[src/rtl/sevenseg_if.sv]
// sevenseg_if: host-side bus of the seven-segment scan driver.
//   load        one-cycle strobe from the host; data_in/dp_in/blank_in are
//               sampled on the same rising edge. There is no back-pressure:
//               a load is always accepted, and a later load overwrites an
//               uncommitted earlier one.
//   data_in     hex nibble per digit (nibble i -> digit i)
//   dp_in       decimal point per digit
//   blank_in    force digit fully off
//   pending     driver -> host: shadow holds data not yet committed
//   frame_done  driver -> host: one-cycle pulse at each frame boundary
// Modports: master = register/status logic, slave = scan driver.
interface sevenseg_if #(
  parameter int NUM_DIGITS = 4
);
  logic                    load;
  logic [4*NUM_DIGITS-1:0] data_in;
  logic [NUM_DIGITS-1:0]   dp_in;
  logic [NUM_DIGITS-1:0]   blank_in;
  logic                    pending;
  logic                    frame_done;

  modport master (
    output load, data_in, dp_in, blank_in,
    input  pending, frame_done
  );

  modport slave (
    input  load, data_in, dp_in, blank_in,
    output pending, frame_done
  );
endinterface

[src/rtl/sevenseg_scan_driver.sv]
// sevenseg_scan_driver: time-multiplexed driver for NUM_DIGITS seven-segment
// digits sharing one segment bus. Hex decode 0-F plus decimal point, a
// blanking guard band at the start of every digit slot, and double-buffered
// display data that is committed only at frame boundaries.
// Ports:
//   clk      system clock
//   rst      synchronous reset, active-high
//   host     sevenseg_if.slave (load, data_in, dp_in, blank_in, pending,
//            frame_done)
//   seg_out  {dp,g,f,e,d,c,b,a}; inverted at the pins when SEG_ACTIVE_LOW=1
//   dig_sel  digit enables; active-low when DIG_ACTIVE_LOW=1
// Optional feature: define SEVENSEG_LZB_EN for leading-zero blanking.
module sevenseg_scan_driver #(
  parameter int NUM_DIGITS     = 4,
  parameter int REFRESH_DIV    = 50000,
  parameter int BLANK_CYCLES   = 2,
  parameter bit SEG_ACTIVE_LOW = 1'b0,
  parameter bit DIG_ACTIVE_LOW = 1'b1
) (
  input  logic                  clk,
  input  logic                  rst,
  sevenseg_if.slave             host,
  output logic [7:0]            seg_out,
  output logic [NUM_DIGITS-1:0] dig_sel
);

  localparam int          CW      = $clog2(REFRESH_DIV);
  localparam int          IDXW    = (NUM_DIGITS > 1) ? $clog2(NUM_DIGITS) : 1;
  localparam logic [31:0] BLANK_U = BLANK_CYCLES;

  logic [CW-1:0]           cnt;
  logic [IDXW-1:0]         idx;
  logic                    tick;
  logic                    frame_end;
  logic                    in_blank;

  logic [4*NUM_DIGITS-1:0] shadow_data, active_data;
  logic [NUM_DIGITS-1:0]   shadow_dp, active_dp;
  logic [NUM_DIGITS-1:0]   shadow_blk, active_blk;
  logic                    pending_r;
  logic                    frame_done_r;

  // Logical (active-high) output registers; polarity applied at the pins.
  logic [7:0]              seg_r, seg_nxt;
  logic [NUM_DIGITS-1:0]   dig_r, dig_nxt;

  logic [3:0]              cur_nib;
  logic                    cur_dp;
  logic                    cur_blk;
  logic                    cur_sup;
  logic [NUM_DIGITS-1:0]   sup_mask;

  function automatic logic [6:0] hex7(input logic [3:0] n);
    case (n)
      4'h0: hex7 = 7'h3F;  4'h1: hex7 = 7'h06;
      4'h2: hex7 = 7'h5B;  4'h3: hex7 = 7'h4F;
      4'h4: hex7 = 7'h66;  4'h5: hex7 = 7'h6D;
      4'h6: hex7 = 7'h7D;  4'h7: hex7 = 7'h07;
      4'h8: hex7 = 7'h7F;  4'h9: hex7 = 7'h6F;
      4'hA: hex7 = 7'h77;  4'hB: hex7 = 7'h7C;
      4'hC: hex7 = 7'h39;  4'hD: hex7 = 7'h5E;
      4'hE: hex7 = 7'h79;  default: hex7 = 7'h71;
    endcase
  endfunction

  assign tick      = (cnt == CW'(REFRESH_DIV - 1));
  assign frame_end = tick && (idx == IDXW'(NUM_DIGITS - 1));
  assign in_blank  = ({{(32-CW){1'b0}}, cnt} < BLANK_U);

`ifdef SEVENSEG_LZB_EN
  // Walk down from the most significant digit; suppress zeros (without dp)
  // until the first significant digit. Digit 0 is never suppressed.
  logic lead;
  always_comb begin
    lead     = 1'b1;
    sup_mask = '0;
    for (int i = NUM_DIGITS - 1; i >= 1; i--) begin
      if (lead && (active_data[i*4 +: 4] == 4'h0) && !active_dp[i]) begin
        sup_mask[i] = 1'b1;
      end else begin
        lead = 1'b0;
      end
    end
  end
`else
  assign sup_mask = '0;
`endif

  // Pick the active-buffer fields of the digit currently being scanned.
  always_comb begin
    cur_nib = 4'h0;
    cur_dp  = 1'b0;
    cur_blk = 1'b0;
    cur_sup = 1'b0;
    for (int i = 0; i < NUM_DIGITS; i++) begin
      if (idx == IDXW'(i)) begin
        cur_nib = active_data[i*4 +: 4];
        cur_dp  = active_dp[i];
        cur_blk = active_blk[i];
        cur_sup = sup_mask[i];
      end
    end
  end

  always_comb begin
    seg_nxt = 8'h00;
    dig_nxt = '0;
    if (!in_blank) begin
      for (int i = 0; i < NUM_DIGITS; i++) begin
        if (idx == IDXW'(i)) dig_nxt[i] = 1'b1;
      end
      // A blanked or suppressed digit keeps its enable but lights nothing.
      if (!(cur_blk || cur_sup)) seg_nxt = {cur_dp, hex7(cur_nib)};
    end
  end

  always_ff @(posedge clk) begin
    if (rst) begin
      cnt          <= '0;
      idx          <= '0;
      shadow_data  <= '0;
      shadow_dp    <= '0;
      shadow_blk   <= '0;
      active_data  <= '0;
      active_dp    <= '0;
      active_blk   <= '0;
      pending_r    <= 1'b0;
      frame_done_r <= 1'b0;
      seg_r        <= 8'h00;
      dig_r        <= '0;
    end else begin
      if (tick) begin
        cnt <= '0;
        idx <= (idx == IDXW'(NUM_DIGITS - 1)) ? '0 : idx + IDXW'(1);
      end else begin
        cnt <= cnt + CW'(1);
      end

      frame_done_r <= frame_end;
      seg_r        <= seg_nxt;
      dig_r        <= dig_nxt;

      // Commit copies the pre-edge shadow, so a coincident load lands in
      // the shadow for the following frame and keeps pending set.
      if (frame_end && pending_r) begin
        active_data <= shadow_data;
        active_dp   <= shadow_dp;
        active_blk  <= shadow_blk;
      end

      if (host.load) begin
        shadow_data <= host.data_in;
        shadow_dp   <= host.dp_in;
        shadow_blk  <= host.blank_in;
        pending_r   <= 1'b1;
      end else if (frame_end && pending_r) begin
        pending_r   <= 1'b0;
      end
    end
  end

  assign host.pending    = pending_r;
  assign host.frame_done = frame_done_r;
  assign seg_out         = seg_r ^ {8{SEG_ACTIVE_LOW}};
  assign dig_sel         = dig_r ^ {NUM_DIGITS{DIG_ACTIVE_LOW}};

endmodule

[src/flat_wrapper.sv]
// flat-port wrapper written by rule: the top's interface ports become plain ports
module sevenseg_scan_driver_flat 
#(
  parameter int NUM_DIGITS     = 4,
  parameter int REFRESH_DIV    = 50000,
  parameter int BLANK_CYCLES   = 2,
  parameter bit SEG_ACTIVE_LOW = 1'b0,
  parameter bit DIG_ACTIVE_LOW = 1'b1
)
  (clk, rst, seg_out, dig_sel, host_load, host_data_in, host_dp_in, host_blank_in, host_pending, host_frame_done);
  sevenseg_if #(.NUM_DIGITS(NUM_DIGITS)) host_i ();
  input  logic clk;
  input  logic rst;
  output logic [7:0] seg_out;
  output logic [NUM_DIGITS-1:0] dig_sel;
  input wire logic [$bits(host_i.load)-1:0] host_load;
  input wire logic [$bits(host_i.data_in)-1:0] host_data_in;
  input wire logic [$bits(host_i.dp_in)-1:0] host_dp_in;
  input wire logic [$bits(host_i.blank_in)-1:0] host_blank_in;
  output wire logic [$bits(host_i.pending)-1:0] host_pending;
  output wire logic [$bits(host_i.frame_done)-1:0] host_frame_done;
  assign host_i.load = host_load;
  assign host_i.data_in = host_data_in;
  assign host_i.dp_in = host_dp_in;
  assign host_i.blank_in = host_blank_in;
  assign host_pending = host_i.pending;
  assign host_frame_done = host_i.frame_done;
  sevenseg_scan_driver #(.NUM_DIGITS(NUM_DIGITS), .REFRESH_DIV(REFRESH_DIV), .BLANK_CYCLES(BLANK_CYCLES), .SEG_ACTIVE_LOW(SEG_ACTIVE_LOW), .DIG_ACTIVE_LOW(DIG_ACTIVE_LOW)) u_core (.clk(clk), .rst(rst), .host(host_i), .seg_out(seg_out), .dig_sel(dig_sel));
endmodule
[config.mk]
export PLATFORM = sky130hd
export DESIGN_NAME = sevenseg_scan_driver_flat
export DESIGN_NICKNAME = d
export VERILOG_FILES = /design/src/rtl/sevenseg_if.sv /design/src/rtl/sevenseg_scan_driver.sv /design/src/flat_wrapper.sv
export SDC_FILE = /design/constraint.sdc
export NUM_CORES = 1
export LEC_CHECK = 0
export CORE_UTILIZATION = 28
export CTS_CLUSTER_SIZE = 28
export DETAILED_ROUTE_END_ITERATION = 16
export HOLD_SLACK_MARGIN = 0.03
export PLACE_DENSITY = 0.57
export RECOVER_POWER = 25
export SLEW_MARGIN = 10
export SYNTH_ARGS = -nofsm -noshare
export SYNTH_HDL_FRONTEND = slang
export SYNTH_SLANG_ARGS = --single-unit
[constraint.sdc]
create_clock -name clk -period 6.26 [get_ports clk]
set_clock_uncertainty 0.2 [all_clocks]
set_input_delay 1.252 -clock clk [delete_from_list [all_inputs] [get_ports clk]]
set_output_delay 1.252 -clock clk [all_outputs]
set_load 0.02 [all_outputs]
**Word level (Yosys, flattened, before mapping)**

Memories as Yosys holds them, arrays and structs flattened. A register that Yosys moved wholly into a read port is not among the register bits.
Index checks and enable logic that the tools add are counted.
W data, S select, Z words.

- Register bits after elaboration: 80
- Memory bits (read-only): 112
- Input bits: 27
- Output and inout port bits: 14
- Logic and storage cells: 47
- Memories kept: 1

- Add/sub/neg operators: 2
- Order comparisons: 1
- Eq/ne operators: 4
- Mux-type cells: 19
- Bitwise logic cells: 1
- Reduce and logical (&&, ||, !) cells: 7

Memory list:

| memory | depth | bits a word | rd ports | clocked after Yosys merged registers in | write ports | line | source |
|---|---|---|---|---|---|---|---|
| (no name shown) | 16 | 7 | 1 | 1 | 0 | sevenseg_scan_driver.sv:54 | `case (n)` |

Operators with widths:

| operator | count |
|---|---|
| $add A16 B1 Y16 const B | 1 |
| $eq A16 B16 Y1 const B | 1 |
| $lt A16 B2 Y1 const B | 1 |
| $mux W4 | 4 |
| $mux W1 | 14 |
| $eq A2 B2 Y1 const B | 2 |
| $not A4 Y4 | 1 |
| $reduce_or A2 Y1 | 2 |
| $reduce_or A3 Y1 | 1 |
| $add A2 B1 Y2 const B | 1 |
| $eq A2 B1 Y1 const B | 1 |
| $logic_and A1 B1 Y1 | 2 |
| $logic_not A2 Y1 | 1 |
| $mux W2 | 1 |
| $reduce_bool A2 Y1 | 1 |

**Longest topological paths before layout**

Gate-level depths: netlist (run 1).

- Word-level depth: 6
- Mapped depth: 11
- Depth with buffers taken out: 10

**Worst setup path before layout (run 1)**

Ideal clock, no wire load.

- Path type: input-to-reg
- Start point: input port host_load
- End point: register u_core.shadow_data[4]
- Setup time: 0.130 ns
- Arrival: 2.291 ns
- Slack: 3.639 ns
- Cell stages on the path: 4
- Path through: clkbuf_1 > clkbuf_1 > mux2i_1 > nor2_1

RTL lines:

| item | line | source |
|---|---|---|
| start: declaration | flat_wrapper.sv:16 | `input wire logic [$bits(host_i.load)-1:0] host_load;` |
| end signal: assignment | sevenseg_scan_driver.sv:152 | `shadow_data <= host.data_in;` |
| end: declaration | sevenseg_scan_driver.sv:37 | `logic [4*NUM_DIGITS-1:0] shadow_data, active_data;` |

**Worst setup path in the final report (run 1)**

- Start point: input port rst
- End point: register u_core.seg_r[1] (netlist: u_core.seg_out[1])

- Cells in the longest elaborated chain, start to end: 1

RTL lines:

| item | line | source |
|---|---|---|
| start: declaration | flat_wrapper.sv:13 | `input logic rst;` |
| $reduce_or A3 Y1 (no line) | - |  |
| end: declaration | sevenseg_scan_driver.sv:44 | `logic [7:0] seg_r, seg_nxt;` |

Every way passes these cells.
A chain may end at the register's enable or synchronous reset.

==> impl_metrics.csv, run 1 <==
group,metric,value,unit
setup_path,crit_path_start_kind,"primary input",
yosys,synth.avg_cell_area,9.082,um2
hold_path,worstHoldPathType,"reg -> reg",
clock_network,postCtsHoldBufs,0,
global_route,grt_pass1_vias,2503,
yosys,yosysSeqAreaShare,45.57,%
sta,min_period,4.217,ns
die,die_y,114.0,um
route,wl_per_cell,12.07,um
clock_network,cts_tree,"yes",
cells_and_area,area_delta_synth_final,23.35,%
place,place_area,0.004033,mm2
yosys,async_flop_share,0,%
sta,setup_violations,0,
clock_network,cts_repair_resize_count,0,
clock_network,cts.sinks,80,
setup_path,critPathMaxStageDelay,2.00,ns
setup_path,r2r-end,"u_core.seg_out[6]",
cells_and_area,final.fill_count,1266,
hold_path,hold_path_depth,1,
setup_path,r2r_cells,9,
yosys,syn_nets,426,
power_and_ir_drop,powerDensity,261.3,mW/mm2
outcome,violations,"capacitance limit, slew limit",
outcome,status,"finished with violations",
cells_and_area,multiInputGateArea,0.001739,mm2
yosys,synthSimpleGateAreaFrac,22.43,%
setup_path,slowest_stage,"clkbuf_1",
setup_path,crit_arrival,4.20,ns
yosys,synth_edf_count,0,
hold_path,holdPathEnd,"u_core.cnt[0]",
die,initial_core_util,29.02,%
setup_path,path_buf_inv,2,
place,portBuffers,40,
clock_network,clock_path_buffers,2,
die,num_rows,40,
clock_network,post_cts_buffers,0,
yosys,synth_top_family_by_area,"simple AND/OR/NAND/NOR gates",
power_and_ir_drop,peakVddDrop,163.5,uV
die,die_area,0.01300,mm2
die,fp.dieW,114.0,um
global_route,grt_antenna_before_repair,0,
cells_and_area,drive_above_1_share,15.02,%
yosys,synth.distinct_cells,43,
cells_and_area,antenna_cells,0,
setup_path,cp_max_fo,55,
sta,hold_viol,0,
yosys,synth_top_area_share,45.57,%
sta,setup_ws,2.043,ns
cells_and_area,nets,461,
cells_and_area,seqCellArea,0.001602,mm2
route,drc_errors,0,
route,drt_iter0_drc,95,
route,firstDrtPassIters,4,
yosys,synthTopCellsByCount,"dfxtp_1, nor2_1, nand2_1",
yosys,synth_area,0.003515,mm2
route,ant_nets,0,
sta,tightest_slew,2.843,ns
power_and_ir_drop,p_total,1.133,mW
clock_network,numCtsBuffers,9,
sta,fmax,0.2371,GHz
power_and_ir_drop,p_leak,1.571,nW
setup_path,crit_type,"in -> reg",
route,routed_wl,7.171,mm
setup_path,reg2reg_slack,3.40,ns
place,pre_cts_slack,3.285,ns
route,via_per_inst,4.355,
yosys,synth_compound_area_share,10.72,%
yosys,syn_inst,387,
die,coreArea,0.01211,mm2
setup_path,reg2reg_from,"u_core.idx[0]",
yosys,synth_top_cell_by_area,"dfxtp_1",
global_route,grt_usage,11.98,%
sta,slew_headroom,-89.55,%
cells_and_area,design_area,0.004335,mm2
setup_path,crit_family,"buffers and inverters",
setup_path,cp.required,6.25,ns
yosys,synth_top_cells_by_area,"dfxtp_1, mux2i_1, nor2_1",
sta,setup_tns,0,ns
sta,rsz0062_at_grt,"false",
route,vias,2587,
flow_run,maxCapViolCount,1,
hold_path,hold_start,"u_core.cnt[0]",
place,place.detailed.hpwl,4.986,mm
clock_network,cts_root_buffer,"clkbuf_16",
setup_path,cp_cell_sequence,"buf_2, clkbuf_1, a31oi_1, nand2_1, a311oi_1",
sta,finalCritPeriodShare,67.37,%
yosys,synth_xor_area_share,3.489,%
global_route,overflow,0,
clock_network,clk_pin_slew,0.06,ns
yosys,synthMuxAreaShare,8.580,%
yosys,yosys.area_share.adder,4.272,%
global_route,grt_max_degree,56,
place,gp_congestion,0.7792,
clock_network,clock_latency,0.34,ns
global_route,grt_first_pass_wirelength,12.09,mm
clock_network,cts-htree-levels,3,
yosys,synthFlopType,"dfxtp_1",
sta,hold_ws,0.2525,ns
yosys,ys_ff_latch,80,
die,io_pins,41,
sta,final_max_slew_viol_count,56,
yosys,yosysWarnings,0,
yosys,post-synth-top-count-cell,"dfxtp_1",
setup_path,critPathCaptureType,"register",
## worst max path at each step
| stage | start | endpoint | slack (ns) | cells after the start |
|---|---|---|---|---|
| floorplan | host_load | u_core.shadow_data[4] | 3.64 | 4 |
| global placement | rst | u_core.cnt[10] | 3.37 | 4 |
| detailed placement | rst | u_core.seg_out[1] | 3.28 | 5 |
| CTS | u_core.cnt[10] | u_core.active_dp[2] | 3.43 | 5 |
| global route | rst | u_core.seg_out[1] | 1.59 | 5 |
| finish | rst | u_core.seg_out[1] | 2.04 | 5 |
## flip-flops by register name, summed over array words and instances (netlist names), 8 cells and up
signal and count:
u_core.active_data 16, u_core.cnt 16, u_core.seg_out 8, u_core.shadow_data 16
## cell families after synthesis
family | count (synthesis)
multiplexers | 30
AO/OA/AOI/OAI | 52
adder cells (fa/ha/maj) | 12
XOR/XNOR | 14
flip-flops | 80
AND/OR/NAND/NOR | 164
buffers and inverters | 35
## layout make-up
type / count / area share (%)
clock inverter: 3 / 0.9235
timing repair buffer: 44 / 9.726
clock buffer: 12 / 6.147
sequential: 80 / 36.94
tap: 168 / 4.848
inverter: 15 / 1.299
multi-input combinational: 272 / 40.12
## cell usage in the layout, fill, tap and decap left out, types with 5 or more instances in the layout
cell             Yosys  routed
a21oi_2             20      20
nor2_1              53      53
nand2_1             51      51
nand3_1              5       5
nand2_2             20      20
xor2_1               6       6
ha_1                12      12
clkbuf_16            0       9
mux2i_1             29      29
clkdlybuf4s50_1      0      39
a21oi_1             13      13
inv_1               15      15
xnor2_1              8       8
dfxtp_1             80      80
## stage by stage
stage	cells	util [%]
2_1_floorplan	387	-
3_3_place_gp	579	33.30
3_5_place_dp	579	33.30
4_1_cts	594	35.83
5_1_grt	594	35.80
6_report	594	35.80
## layer usage
layer | vias to the layer above | track usage [%] | wire length (um)
met3 | 8 | 3.241 | 267
met5 | - | 0 | 0
met2 | 53 | 18.87 | 3225
met4 | 0 | 6.147 | 114
met1 | 1168 | 15.02 | 3564
li1 | 1358 | - | -
## where the power goes
| part | total, mW | switching (mW) | internal, mW |
|---|---|---|---|
| Combinational | 0.0670 | 0.0315 | 0.0355 |
| Clock | 0.532 | 0.194 | 0.337 |
| Sequential | 0.534 | 0.00909 | 0.525 |
Power figures use the tool's default switching activity.
==> run 2, diff against run 1 <==
Clock period 6.26 ns to 3.9 ns, I/O delays scaled along.
==> run 2 against run 1 <==
The run now ends clean. Critical path type is now reg -> reg. Highest routed layer unchanged. Total power increased by 60%. Routed wire length decreased by 2.0%. Largest cell class unchanged. Critical endpoint is now u_core.seg_out[3]. Design area increased by 0.12%. Via count about the same.
==> impl_metrics.csv, run 2 (synthesized netlist as in run 1, its figures left out) <==
group,metric,value,unit
outcome,status,"complete, no violations",
sta,rsz0062_at_grt,"false",
cells_and_area,area_delta_synth_final,23.50,%
cells_and_area,drive_above_1_share,15.42,%
power_and_ir_drop,clkPwrFrac,46.9,%
place,pre_cts_slack,1.159,ns
die,fp.dieW,114.0,um
route,vias,2588,
clock_network,cts_repair_resize_count,0,
power_and_ir_drop,p_switching,0.4153,mW
die,initial_core_util,29.02,%
route,drc_errors,0,
sta,fmax,0.3603,GHz
cells_and_area,final_cell_mix,"dfxtp_1, nor2_1, nand2_1",
place,portBuffers,40,
setup_path,cp.required,3.96,ns
clock_network,cts_root_buffer,"clkbuf_16",
flow_run,maxCapViolCount,0,
die,num_rows,40,
sta,finalCritPeriodShare,71.18,%
route,wl_met2,3.185,mm
route,firstDrtPassIters,4,
clock_network,cts_tree,"yes",
sta,final_max_slew_viol_count,0,
power_and_ir_drop,p_sw_share,22.88,%
power_and_ir_drop,p_leak,1.563,nW
clock_network,clk_pin_slew,0.06,ns
route,wl_met1,3.423,mm
setup_path,critPathCaptureType,"register",
global_route,grt_first_pass_wirelength,12.11,mm
setup_path,crit_arrival,2.84,ns
sta,setup_violations,0,
sta,tightest_slew,1.310,ns
die,die_y,114.0,um
place,place.detailed.hpwl,4.975,mm
cells_and_area,antenna_cells,0,
cells_and_area,final.fill_count,1287,
hold_path,worstHoldPathType,"reg -> reg",
power_and_ir_drop,power.internal,1.400,mW
setup_path,cp_max_fo,18,
die,die_area,0.01300,mm2
cells_and_area,nets,462,
cells_and_area,final_common_cell,"dfxtp_1",
clock_network,clock_latency,0.34,ns
sta,slew_headroom,12.67,%
place,gp_congestion,0.8180,
sta,min_period,2.776,ns
global_route,grt_pass1_vias,2568,
global_route,grt_max_degree,55,
power_and_ir_drop,sequentialPowerShare,47.3,%
power_and_ir_drop,p_comb_share,5.9,%
route,ant_nets,0,
clock_network,clock_path_buffers,2,
die,io_pins,41,
cells_and_area,post-route-util,35.84,%
setup_path,crit_path_start_kind,"register",
route,routed_wl,7.024,mm
route,wl_per_cell,11.79,um
clock_network,cts.sinks,80,
clock_network,postCtsHoldBufs,0,
power_and_ir_drop,powerDensity,418.1,mW/mm2
clock_network,numCtsBuffers,9,
global_route,grt_usage,11.90,%
route,top_layer,"met4",
route,via_per_inst,4.342,
die,coreArea,0.01211,mm2
sta,hold_viol,0,
route,routed-wl-met3,282,um
clock_network,cts-htree-levels,3,
sta,setup_ws,1.124,ns
cells_and_area,top_regs,"u_core.active_data x16, u_core.cnt x16, u_core.shadow_data x16",
sta,setup_tns,0,ns
clock_network,post_cts_buffers,0,
setup_path,crit_type,"reg -> reg",
power_and_ir_drop,p_total,1.815,mW
route,drt_iter0_drc,69,
global_route,grt_antenna_before_repair,0,
power_and_ir_drop,peakVddDrop,156.8,uV
global_route,overflow,0,
[run 2: power groups by stage]
stage | Combinational, mW | Sequential, mW | Clock, mW
floorplan | 0.0508 | 0.880 | 0
global placement | 0.107 | 0.876 | 0
detailed placement | 0.109 | 0.877 | 0
CTS | 0.109 | 0.858 | 0.877
global route | 0.117 | 0.861 | 0.909
finish | 0.106 | 0.858 | 0.851
[run 2: worst max-delay path: stages (launching register included)]
cell and delay (ns):
dfxtp_1 0.40, ha_1 0.52, nor2_1 0.08, a22o_1 0.21, a31oi_1 0.47, inv_1 0.22
ha_1 0.28, mux2i_1 0.13, nand2_1 0.07, a21oi_1 0.12
[run 2: layout make-up]
cell class | instances | area [um2] | area share (%)
Timing Repair Buffer | 45 | 429.2 | 9.888
Tap cell | 168 | 210.2 | 4.843
Clock buffer | 9 | 225.2 | 5.189
Multi-Input combinational cell | 272 | 1739 | 40.07
Inverter | 15 | 56.30 | 1.297
Sequential cell | 80 | 1602 | 36.90
Clock inverter | 7 | 78.83 | 1.816
[run 2: worst paths after layout]
check           startpoint                 to  slack (ns)  cells after the start
max          u_core.idx[0]  u_core.seg_out[3]        1.12                      9
min          u_core.cnt[0]      u_core.cnt[0]        0.25                      1
max reg2reg  u_core.idx[0]  u_core.seg_out[3]        1.12                      9
min reg2reg  u_core.cnt[0]      u_core.cnt[0]        0.25                      1
[run 2: per-stage QoR]
stage / instance area [um2] / hold WS (ns) / std cells
6_report: 4340 / 0.2487 / 596
5_1_grt: 4340 / 0.2815 / 596
4_1_cts: 4344 / 0.2543 / 596
3_5_place_dp: 4040 / 0.2415 / 580
3_3_place_gp: 4040 / 0.2293 / 580
2_1_floorplan: 3515 / 0.2175 / 387
[run 2: routing by layer]
layer | track usage [%] | vias to the layer above
met5 | 0 | -
met4 | 5.628 | 0
met3 | 3.666 | 8
met2 | 18.55 | 47
met1 | 14.97 | 1167
li1 | - | 1366
==> RTL change: new RTL, config.mk and constraints of run 2 <==
`REFRESH_DIV` is set to 50000 in 2 places; all go to 100000.
--- a/src/rtl/sevenseg_scan_driver.sv
+++ b/src/rtl/sevenseg_scan_driver.sv
@@ -13,5 +13,5 @@
 module sevenseg_scan_driver #(
   parameter int NUM_DIGITS     = 4,
-  parameter int REFRESH_DIV    = 50000,
+  parameter int REFRESH_DIV    = 100000,
   parameter int BLANK_CYCLES   = 2,
   parameter bit SEG_ACTIVE_LOW = 1'b0,
--- a/src/flat_wrapper.sv
+++ b/src/flat_wrapper.sv
@@ -3,5 +3,5 @@
 #(
   parameter int NUM_DIGITS     = 4,
-  parameter int REFRESH_DIV    = 50000,
+  parameter int REFRESH_DIV    = 100000,
   parameter int BLANK_CYCLES   = 2,
   parameter bit SEG_ACTIVE_LOW = 1'b0,
Behaviour: same outputs for any inputs over 10 cycles, from zero or initial values and one cycle with rst high; that may be too few to reach the edited logic, so the function may still have changed.
==> RTL change against run 2 <==
  * Largest cell class unchanged
  * Routed wire length grew 3.4%
  * First-iteration DRC count increased by 100%
  * Cell area increased by 0.20%
  * Synthesized area barely moved
  * Sequential cell count is 1 higher
  * Setup slack got worse by 0.36 ns
  * Core utilization increased by 0.072 points
  * Power rose by 3.4%
==> RTL change: results (changes against run 2) <==
nFillCells: 1247  # -3.1%
ys.flop_type: "dfxtp_1"
dpl.hpwl_mm: 5.071  # +1.9%
slowest_delay_ns: 0.65  # +0.13 ns
drt_iter0_drc: 138  # +100%
grt_max_degree: 55  # unchanged
htreeDepth: 3  # unchanged
largestRegisters: "u_core.cnt (17), u_core.active_data (16), u_core.shadow_data (16)"
antennaDiodeCount: 0  # unchanged
grt_pass1_vias: 2569  # +0.039%
ys_ff_latch: 81  # +1.3%
fin_crit_sh_pct: 80.44  # +9.3 points
crit_slowest_cell: "a211oi_1"
drive_gt1_share_pct: 9.790  # -5.6 points
track_usage_pct: 12.06  # +0.16 points
vdd.ir_drop.worst_mv: 0.1848  # +18%
synthTopCellsByCount: "81 x dfxtp_1, 65 x nand2_1, 52 x nor2_1"
synthesis.nets: 432  # +1.4%
status: "complete, no violations"
cts_inserted_buffers: 9  # unchanged
min_path_type: "flop to flop"
crit_family: "compound AO/OA/AOI/OAI gates"
cp.arrival_ns: 3.19  # +0.35 ns
relSlewSlack_pct: 12.90  # +0.23 points
synth_cell_types: 39  # -9.3%
place_congestion: 0.7782  # -4.9%
ys_seq_area_share_pct: 46.10  # +0.54 points
post_cts_resized: 0  # unchanged
rrSetupSlack_ns: 0.76  # -0.36 ns
firstDrtPassIters: 4  # unchanged
timing.hold.ws_ns: 0.2564  # +0.007668 ns
crit_path_max_fanout: 21  # +3
p_leak_nw: 1.592  # +1.8%
nets: 463  # +0.22%
ys_warn_count: 0  # unchanged
grt_pass1_wl_mm: 12.21  # +0.80%
synth_area_leaders: "dfxtp_1 46%, mux2i_1 8.3%, nand2_1 6.9%"
totalWireLength_mm: 7.261  # +3.4%
dp_slack_ns: 0.8130  # -0.3465 ns
vias_per_cell: 4.464  # +2.8%
antenna_found_initial: 0  # unchanged
-- RTL change: cell types whose count changed after synthesis, sizes merged, moves of 5 or more --
cell / delta
a211oi: +6
buf: +5
nand2: -6
nor3: +5
-- RTL change: kinds of logic (layout without fill, tap and decap cells) --
| kind of cell | after synthesis | count (layout) | synth area share, % |
|---|---|---|---|
| AO/OA/AOI/OAI | 51 | 51 | 10.71 |
| AND/OR/NAND/NOR | 168 | 168 | 22.09 |
| adder cells (fa/ha/maj) | 12 | 12 | 4.269 |
| multiplexers | 29 | 29 | 8.253 |
| XOR/XNOR | 15 | 15 | 3.735 |
| buffers and inverters | 37 | 73 | 4.838 |
| flip-flops | 81 | 81 | 46.10 |
-- RTL change: cell type report --
| cell class | count | share of cell area, % |
|---|---|---|
| multi-input cells | 275 | 39.67 |
| flip-flops and latches | 81 | 37.28 |
| repair buffers | 44 | 9.695 |
| clock buffers | 11 | 5.581 |
| well taps | 168 | 4.833 |
| clock inverters | 5 | 1.812 |
| inverters | 13 | 1.122 |
-- RTL change: worst min-delay path, delay by kind of cell, from the launching register on --
family	cells	cell delay [ns]
and+or+nand+nor	1	0.05
AOI/OAI and AO/OA	1	0.05
DFF	1	0.31
-- RTL change: power breakdown --
group	switching, mW	leakage [nW]	internal [mW]
combinational	0.0517	0.773	0.0574
clock	0.324	0.159	0.577
sequential	0.0134	0.659	0.853
-- RTL change: final timing paths --
| check | start | end | cells past startpoint |
|---|---|---|---|
| setup / recovery | u_core.idx[1] | u_core.seg_out[0] | 7 |
| hold / removal | u_core.active_blk[3] | u_core.active_blk[3] | 2 |
| hold reg to reg | u_core.active_blk[3] | u_core.active_blk[3] | 2 |
| setup reg to reg | u_core.idx[1] | u_core.seg_out[0] | 7 |
-- RTL change: per-layer routing --
metal,routed length (µm),vias to the layer above,GRT usage (%),part of all wire [%]
li1,-,1380,-,-
met1,3441,1216,14.99,47
met2,3325,57,19.15,46
met3,342,12,3.759,4.7
met4,151,0,5.368,2.1
met5,0,-,0,0
-- RTL change: through the flow --
| step | instance area [µm²] | std cells | utilization (%) | power [mW] |
|---|---|---|---|---|
| CTS | 4353 | 597 | 35.94 | 1.905 |
| floorplan | 3517 | 393 | - | 0.9421 |
| finish | 4349 | 597 | 35.91 | 1.876 |
| global placement | 4031 | 581 | 33.29 | 0.9942 |
| detailed placement | 4031 | 581 | 33.29 | 0.9960 |
| global route | 4349 | 597 | 35.91 | 1.951 |
